### config.mk
export PLATFORM = sky130hd
export DESIGN_NAME = dot_acc_unit
export DESIGN_NICKNAME = d
export VERILOG_FILES = /design/src/rtl/dot_acc_pkg.sv /design/src/rtl/dot_acc_unit_tree.sv /design/src/rtl/dot_acc_unit.sv
export SDC_FILE = /design/constraint.sdc
export NUM_CORES = 1
export LEC_CHECK = 0
export CAP_MARGIN = 20
export CORE_AREA = 2 2 190 192
export DETAILED_ROUTE_END_ITERATION = 10
export DIE_AREA = 0 0 192 194
export HOLD_SLACK_MARGIN = 0.15
export PLACE_DENSITY = 0.73
export SLEW_MARGIN = 15
export SYNTH_ARGS = -nofsm -noshare
export SYNTH_HDL_FRONTEND = slang
export SYNTH_SLANG_ARGS = --single-unit
### constraint.sdc
create_clock -name clk_i -period 2.75 [get_ports clk_i]
set_input_delay 0.275 -clock clk_i [delete_from_list [all_inputs] [get_ports clk_i]]
set_output_delay 0.275 -clock clk_i [all_outputs]
set_load 0.01 [all_outputs]
### src/rtl/dot_acc_pkg.sv
// dot_acc_pkg: shared constants, FSM states and overflow helper for the dot-product accumulator
package dot_acc_pkg;

  localparam int NUM_PROD = 12;

  typedef enum logic [1:0] {
    IDLE  = 2'd0,
    ACCUM = 2'd1,
    DRAIN = 2'd2,
    OUT   = 2'd3
  } state_e;

  // Signed add overflow: operands agree in sign but the result does not
  function automatic logic add_ovf(input logic a_sign, input logic b_sign, input logic s_sign);
    return (a_sign == b_sign) && (s_sign != a_sign);
  endfunction

endpackage

### src/rtl/dot_acc_unit_tree.sv
// prod_adder_tree: combinational 12-input signed adder tree with sign extension to the accumulator width
module prod_adder_tree
  import dot_acc_pkg::*;
#(
  parameter int PROD_SIZE = 18,
  parameter int ACC_SIZE  = 32
) (
  input  logic signed [PROD_SIZE-1:0] i_prod [0:NUM_PROD-1],
  output logic signed [ACC_SIZE-1:0]  o_sum
);

  logic signed [ACC_SIZE-1:0] w_ext [0:NUM_PROD-1];
  logic signed [ACC_SIZE-1:0] w_l1  [0:5];
  logic signed [ACC_SIZE-1:0] w_l2  [0:2];

  for (genvar i = 0; i < NUM_PROD; i++) begin : g_ext
    assign w_ext[i] = {{(ACC_SIZE-PROD_SIZE){i_prod[i][PROD_SIZE-1]}}, i_prod[i]};
  end

  for (genvar i = 0; i < 6; i++) begin : g_l1
    assign w_l1[i] = w_ext[2*i] + w_ext[2*i+1];
  end

  for (genvar i = 0; i < 3; i++) begin : g_l2
    assign w_l2[i] = w_l1[2*i] + w_l1[2*i+1];
  end

  assign o_sum = w_l2[0] + w_l2[1] + w_l2[2];

endmodule

### src/rtl/dot_acc_unit.sv
// dot_acc_unit: reduces 12 partial products per beat, subtracts a correction and accumulates over a job
module dot_acc_unit
  import dot_acc_pkg::*;
#(
  parameter int IN_SIZE_1 = 8,
  parameter int PROD_SIZE = (IN_SIZE_1 + 1) * 2,
  parameter int ACC_SIZE  = 32,
  parameter int CNT_SIZE  = 8
) (
  input  logic                        clk_i,
  input  logic                        rst_i,
  input  logic                        start_i,
  input  logic [CNT_SIZE-1:0]         len_i,
  input  logic                        in_valid_i,
  output logic                        in_ready_o,
  input  logic signed [PROD_SIZE-1:0] prod_i [0:NUM_PROD-1],
  input  logic signed [ACC_SIZE-1:0]  corr_i,
  output logic                        out_valid_o,
  input  logic                        out_ready_i,
  output logic signed [ACC_SIZE-1:0]  out_data_o,
  output logic                        busy_o,
  output logic                        overflow_o
);

  state_e                     r_state, w_next;
  logic [CNT_SIZE-1:0]        r_cnt;
  logic signed [ACC_SIZE-1:0] r_s1, r_acc, w_tree, w_beat, w_sum;
  logic                       r_s1_vld, r_ovf, w_take, w_start;

  prod_adder_tree #(.PROD_SIZE(PROD_SIZE), .ACC_SIZE(ACC_SIZE)) u_tree (
    .i_prod (prod_i),
    .o_sum  (w_tree)
  );

  assign w_beat      = w_tree - corr_i;
  assign w_sum       = r_acc + r_s1;
  assign in_ready_o  = r_state == ACCUM;
  assign out_valid_o = r_state == OUT;
  assign busy_o      = r_state != IDLE;
  assign out_data_o  = r_acc;
  assign overflow_o  = r_ovf;
  assign w_take      = in_valid_i & in_ready_o;
  assign w_start     = (r_state == IDLE) & start_i;

  // Next state: zero-length jobs skip straight to OUT, the last beat passes through DRAIN
  always_comb begin
    w_next = r_state;
    case (r_state)
      IDLE:    w_next = start_i ? ((len_i == '0) ? OUT : ACCUM) : IDLE;
      ACCUM:   w_next = (w_take && r_cnt == CNT_SIZE'(1)) ? DRAIN : ACCUM;
      DRAIN:   w_next = OUT;
      default: w_next = out_ready_i ? IDLE : OUT;
    endcase
  end

  // State register and remaining-beat counter
  always_ff @(posedge clk_i or posedge rst_i) begin
    if (rst_i) begin
      r_state <= IDLE;
      r_cnt   <= '0;
    end else begin
      r_state <= w_next;
      if (w_start) r_cnt <= len_i;
      else if (w_take) r_cnt <= r_cnt - CNT_SIZE'(1);
    end
  end

  // Stage 1: register the corrected beat sum on every accepted beat
  always_ff @(posedge clk_i or posedge rst_i) begin
    if (rst_i) begin
      r_s1     <= '0;
      r_s1_vld <= 1'b0;
    end else begin
      r_s1_vld <= w_take;
      if (w_take) r_s1 <= w_beat;
    end
  end

  // Stage 2: accumulate with a sticky overflow flag, both cleared by an accepted start
  always_ff @(posedge clk_i or posedge rst_i) begin
    if (rst_i) begin
      r_acc <= '0;
      r_ovf <= 1'b0;
    end else if (w_start) begin
      r_acc <= '0;
      r_ovf <= 1'b0;
    end else if (r_s1_vld) begin
      r_acc <= w_sum;
      r_ovf <= r_ovf | add_ovf(r_acc[ACC_SIZE-1], r_s1[ACC_SIZE-1], w_sum[ACC_SIZE-1]);
    end
  end

endmodule

==> results of run 1 <==
==> how the worst max path moves through the flow <==
stage                     to  slack (ns)  cells after the start
CTS                 r_s1[31]       -4.14                     32
floorplan           r_s1[31]       -4.08                     30
detailed placement  r_s1[31]       -5.10                     31
global placement    r_s1[31]       -4.79                     31
global route        r_s1[31]       -4.40                     31
finish              r_s1[31]       -4.14                     31
==> kinds of logic (layout without fill, tap and decap cells) <==
family / after synthesis / count (layout) / share of synthesized area (%)
and+or+nand+nor: 444 / 444 / 15.1
AOI/OAI and AO/OA: 422 / 422 / 19.9
adders and majority gates: 321 / 321 / 36.7
buffers and inverters: 202 / 977 / 5.45
xor gates and xnor gates: 125 / 125 / 7.86
DFF: 76 / 76 / 13.7
muxes: 18 / 18 / 1.29
other: 0 / 10 / 0
==> timing repair <==
action                     CTS  global route
hold buffers                 0             0
setup endpoints to repair   42            45
gates resized for setup    254           232
setup buffers               92            49
pin swaps                  214           250
==> worst max-delay path, delay by kind of cell <==
family                   cells  cell delay, ns
AO/OA/AOI/OAI               15            2.58
adder cells (fa/ha/maj)      7            3.03
buffers and inverters        5            0.50
AND/OR/NAND/NOR              4            0.77
==> layout make-up <==
type,instances,area (um2),share of cell area (%)
antenna,10,25.0,0.106
clock buffer,9,225,0.957
clock inverter,7,146,0.622
inverter,179,676,2.87
multi-input combinational,1330,13200,56.0
sequential,76,1900,8.08
tap,461,577,2.45
timing repair buffer,782,6800,28.9
==> synth_stat cells, types with 4 or more instances <==
master      n
mux2i_1    18
o21ai_0    90
a21oi_1   114
or3_1      10
buf_1       7
o21bai_1   19
nor2_1    103
and2_1      9
fa_1      147
and3_1     19
xnor2_1    85
a21o_1     39
nand2_1   127
nand3b_1    5
a2111o_1    4
o31ai_1     6
inv_1     178
dfrtp_1    76
nor4_1     10
a211oi_1   19
nand2b_1   17
a21boi_0    6
o21a_1     11
or2_2       7
a31oi_1    16
a31o_2      5
nor2b_1    28
o211ai_1   12
a41oi_1     6
xor2_1     40
clkbuf_1   15
nand4_1     4
o21ai_1    14
nand3_1    50
nor3_1     48
o22ai_1     4
ha_1      174
o31a_1      5
==> flip-flops by register name (all words and copies together), names as in the netlist <==
register	count
r_s1	32
r_state	2
overflow_o	1
r_s1_vld	1
out_data_o	32
r_cnt	8
==> per-stage QoR <==
step	area [um2]	util [%]	TNS [ns]
floorplan	14400	-	-78.07
global placement	20900	59.5	-110.07
detailed placement	20900	59.5	-114.60
CTS	22600	64.2	-92.70
global route	23500	66.8	-96.87
finish	23500	66.8	-89.75
==> metal layers <==
layer	global-route usage (%)	share of wire, %	wire length [um]
met1	29.6	40	19800
met2	47.1	52	25900
met4	8.96	3.5	1730
met3	2.50	4.2	2080
met5	0	0	0
==> flow_summary.toml, run 1 <==
[timing]
slew_headroom_pct = 35.9
min_period_ns = 6.89
hold_ws_ns = 0.368
fmax_mhz = 145
fin_ws_ns = -4.14
setup_viol = 34
drv_slew = 0
rsz0062_at_grt = "true"
finalHoldViolations = 0
skew_ns = 0.0118
tightest_slew_ns = 0.959
period_share_pct = 251

[floorplanning]
die_w_um = 192
die_area_mm2 = 0.0372
design.core.area_mm2 = 0.0352
die_h_um = 194
start_util_pct = 39.6
rows = 69
ios = 297

[logic_synthesis]
syn_area_mm2 = 0.0139
synth_cell_types = 78
synth_area_leader_cell = "fa_1"
yosys-top-cells-area = "fa_1, ha_1, dfrtp_1"
synth_enable_flop_cells = 0
synth.avg_cell_area_um2 = 8.66
synthArstFlopShare_pct = 100
synth_fp_nets = 2190
synthCells = 1608
synth_flop_cell = "dfrtp_1"
yosysSeqAreaShare_pct = 13.7
ys_ff_latch = 76
ys_warn_count = 0
synth_top_area_share_pct = 21.1

[status]
violations = "negative setup slack"
status = "finished, violations left"

[place]
dp_hpwl_um = 39600
io_buffers = 296
place.gp.congestion = 0.916
place_ws_ns = -5.10
place_inst = 2748

[critical_path]
cp.required_ns = 3.01
r2r_slack_ns = -0.13
crit_top_cell = "o21ai_2"
reg2reg_to = "out_data_o[30]"
cp_slowest_cell = "fa_2"
r2r_cells = 13
start_kind = "primary input"
startpoint = "prod_i[72]"
cp-end-kind = "flip-flop"
critPathKind = "in2reg"
cp_slowest_stage_delay_ns = 0.64
arrival_ns = 7.15
worstReg2RegStart = "r_s1[0]"
path_max_fanout = 5

[route]
detail_route.first_pass.iterations = 5
wl_um = 49400
drt_iter0_drc = 687
vias = 14800
ant_nets = 0
wire_per_inst_um = 17.3
drc = 0
routed_via_density = 5.19

[global_routing]
grt.total_usage_pct = 25.2
first_global_vias = 15500
grt_max_degree = 59
grt_overflow = 0
antenna_found_initial = 9
grt_pass1_wl_um = 75700

[clock_network]
insertion_delay_ns = 0.34
cts.clk_slew.worst_paths_ns = 0.06
htree_levels = 3
root_buffer = "clkbuf_16"
cts.sinks = 76
cts_buffer_depth = 2
cts_buffers = 9
cts_tree = "built"

[layout]
fill_cells = 2685
drive_above_1_share_pct = 35.7
mostFrequentLayoutCells = "buf_4, clkdlybuf4s50_1, inv_1"
syn2layout_area_growth_pct = 68.9
final_cells = 2854
finalNetCount = 2960
final_common_cell = "buf_4"

[flow_run]
max_cap_viol_count = 0

[worst_hold_path]
hp-class = "in2async"
Power of run 1 is left out: the tool's default activity adds up to more than one toggle a clock period on the data nets, which glitch-free logic cannot reach.
==> run 2, diff against run 1 <==
Settings changed: ABC_AREA from default to 1, CORE_AREA 2 2 190 192 to 2 2 193 195, DIE_AREA 0 0 192 194 to 0 0 195 197.
==> run 2 against run 1 <==
- the run still ends with negative setup slack left
- flip-flop and latch count stayed put
- die area is 3.1% higher
- via count is 5.5% higher
- clock skew is 0.0038 ns lower
- setup slack better by 1.4 ns
- first-iteration DRC count is 9.3% higher
- fmax is 24% higher
- hold slack worse by 0.044 ns
- global-route usage is 1.4 points higher
- register-to-register slack better by 0.53 ns
- critical path depth stayed put
- design area is 1.9% lower
==> flow_summary.toml, run 2 <==
[logic_synthesis]
syn_area_mm2 = 0.0144
synth_cell_types = 56
synth.most_common_cell = "nand2_1"
synth.avg_cell_area_um2 = 7.59
ys_warn_count = 0
synthCells = 1896
yosys-top-cells-area = "fa_1, ha_1, dfrtp_1"
synth_enable_flop_cells = 0
synth_common_cells = "nand2_1, inv_1, a21oi_1, ha_1, fa_1"
synth_top_area_share_pct = 20.5
synth_fp_nets = 2478
synthArstFlopShare_pct = 100
synth_area_leader_cell = "fa_1"
synth_flop_cell = "dfrtp_1"
ys_ff_latch = 76
yosysSeqAreaShare_pct = 13.2

[critical_path]
r2r_cells = 16
critPathKind = "in2reg"
start_kind = "primary input"
cp-end-kind = "flip-flop"
r2r_slack_ns = 0.40
path_max_fanout = 4
cp_slowest_cell = "fa_2"
crit_top_cell = "nand3_1"
worstReg2RegStart = "out_data_o[5]"
cp_slowest_stage_delay_ns = 0.61
cp.required_ns = 2.98
arrival_ns = 5.78
reg2reg_to = "out_data_o[13]"

[timing]
slew_headroom_pct = 66.9
finalHoldViolations = 0
skew_ns = 0.00804
fmax_mhz = 180
setup_viol = 31
period_share_pct = 202
drv_slew = 0
tightest_slew_ns = 0.492
rsz0062_at_grt = "true"
min_period_ns = 5.54
fin_ws_ns = -2.79

[layout]
final_common_cell = "nand2_1"
fill_cells = 3063
finalNetCount = 3158
mostFrequentLayoutCells = "nand2_1, buf_4, inv_1"
drive_above_1_share_pct = 30.6
syn2layout_area_growth_pct = 60.4
final_cells = 3051

[route]
ant_nets = 0
detail_route.first_pass.iterations = 6
wire_per_inst_um = 17.0
wl_um = 51900
drc = 0
drt_iter0_drc = 751
vias = 15600
routed_via_density = 5.12

[clock_network]
root_buffer = "clkbuf_16"
cts.sinks = 76
cts.clk_slew.worst_paths_ns = 0.06
cts_buffers = 9
cts_buffer_depth = 2
insertion_delay_ns = 0.34
cts_tree = "built"
ctsHoldBuffers = 0
htree_levels = 3

[floorplanning]
ios = 297
die_h_um = 197
rows = 70
die_w_um = 195
design.core.area_mm2 = 0.0363
die_area_mm2 = 0.0384
start_util_pct = 39.7

[place]
io_buffers = 296
place.gp.congestion = 0.989
place_inst = 2980
dp_hpwl_um = 43700

[global_routing]
antenna_found_initial = 4
first_global_vias = 16400
grt.total_usage_pct = 26.6
grt_max_degree = 77
grt_overflow = 0
grt_pass1_wl_um = 81200

[status]
violations = "negative setup slack"
status = "finished, violations left"

[flow_run]
max_cap_viol_count = 0

[worst_hold_path]
hp-class = "in2async"
run 2: per-layer routing:
metal | routed length, um | share of wire [%] | GRT usage (%)
met5 | 25 | 0.048 | 0
met4 | 2060 | 4.0 | 9.95
met3 | 2480 | 4.8 | 3.15
met2 | 26200 | 51 | 50.0
met1 | 21100 | 41 | 31.0
run 2: what timing repair did:
item                       in CTS  in global routing
setup endpoints to repair      31                 31
pin swaps                     178                119
hold endpoints to repair        0                  0
resized for setup             382                126
setup buffers                  40                 16
run 2: final cells by class:
| type | instances | area [um2] | area share [%] |
|---|---|---|---|
| inverter | 264 | 1010 | 4.36 |
| sequential | 76 | 1900 | 8.24 |
| antenna | 2 | 5.00 | 0.0217 |
| timing repair buffer | 682 | 5850 | 25.4 |
| multi-input combinational | 1543 | 13400 | 58.2 |
| clock buffer | 11 | 233 | 1.01 |
| clock inverter | 5 | 61.3 | 0.266 |
| tap | 468 | 586 | 2.54 |
run 2: worst max path at each step:
stage	cells after the start	start	end	slack (ns)
final	31	prod_i[72]	r_s1[24]	-2.79
after global routing	31	prod_i[133]	r_s1[24]	-3.01
after CTS	31	prod_i[162]	r_s1[29]	-2.79
after detailed placement	29	prod_i[72]	r_s1[29]	-3.57
after global placement	30	prod_i[108]	r_s1[29]	-3.45
after floorplan	29	prod_i[108]	r_s1[29]	-2.88
run 2: worst max-delay path: cells and delay by family:
family,cells,cell delay [ns]
adders and majority gates,7,2.94
and+or+nand+nor,12,1.23
buffers and inverters,7,0.71
AOI/OAI and AO/OA,5,0.60
run 2: kinds of logic after synthesis:
family	Yosys count	synth area share [%]
xor+xnor	115	7.00
flops	76	13.2
simple gates	728	21.9
buf+inv	277	7.38
compound gates	379	14.9
fa+ha+maj	321	35.6
run 2: per-stage QoR:
step	hold WS, ns	instance area (um2)	util, %	worst slack [ns]	TNS (ns)
6_report	0.324	23100	63.6	-2.79	-72.65
5_1_grt	0.404	23100	63.6	-3.01	-77.77
4_1_cts	0.384	22500	62.1	-2.79	-71.21
3_5_place_dp	0.475	20800	57.5	-3.57	-95.38
3_3_place_gp	0.473	20800	57.5	-3.45	-92.46
2_1_floorplan	0.402	14800	-	-2.88	-64.90
Power of run 2 is left out for the same reason.
==> run 3, diff against run 2 <==
Settings changed: ABC_AREA 1 to default, CORE_AREA 2 2 193 195 to 2 2 190 192, DIE_AREA 0 0 195 197 to 0 0 192 194, SLEW_MARGIN 15 to 0.
==> results of run 3 <==
No change in the layout: final DEF, timing and power equal those of run 1.
Power of run 3 is left out for the same reason.
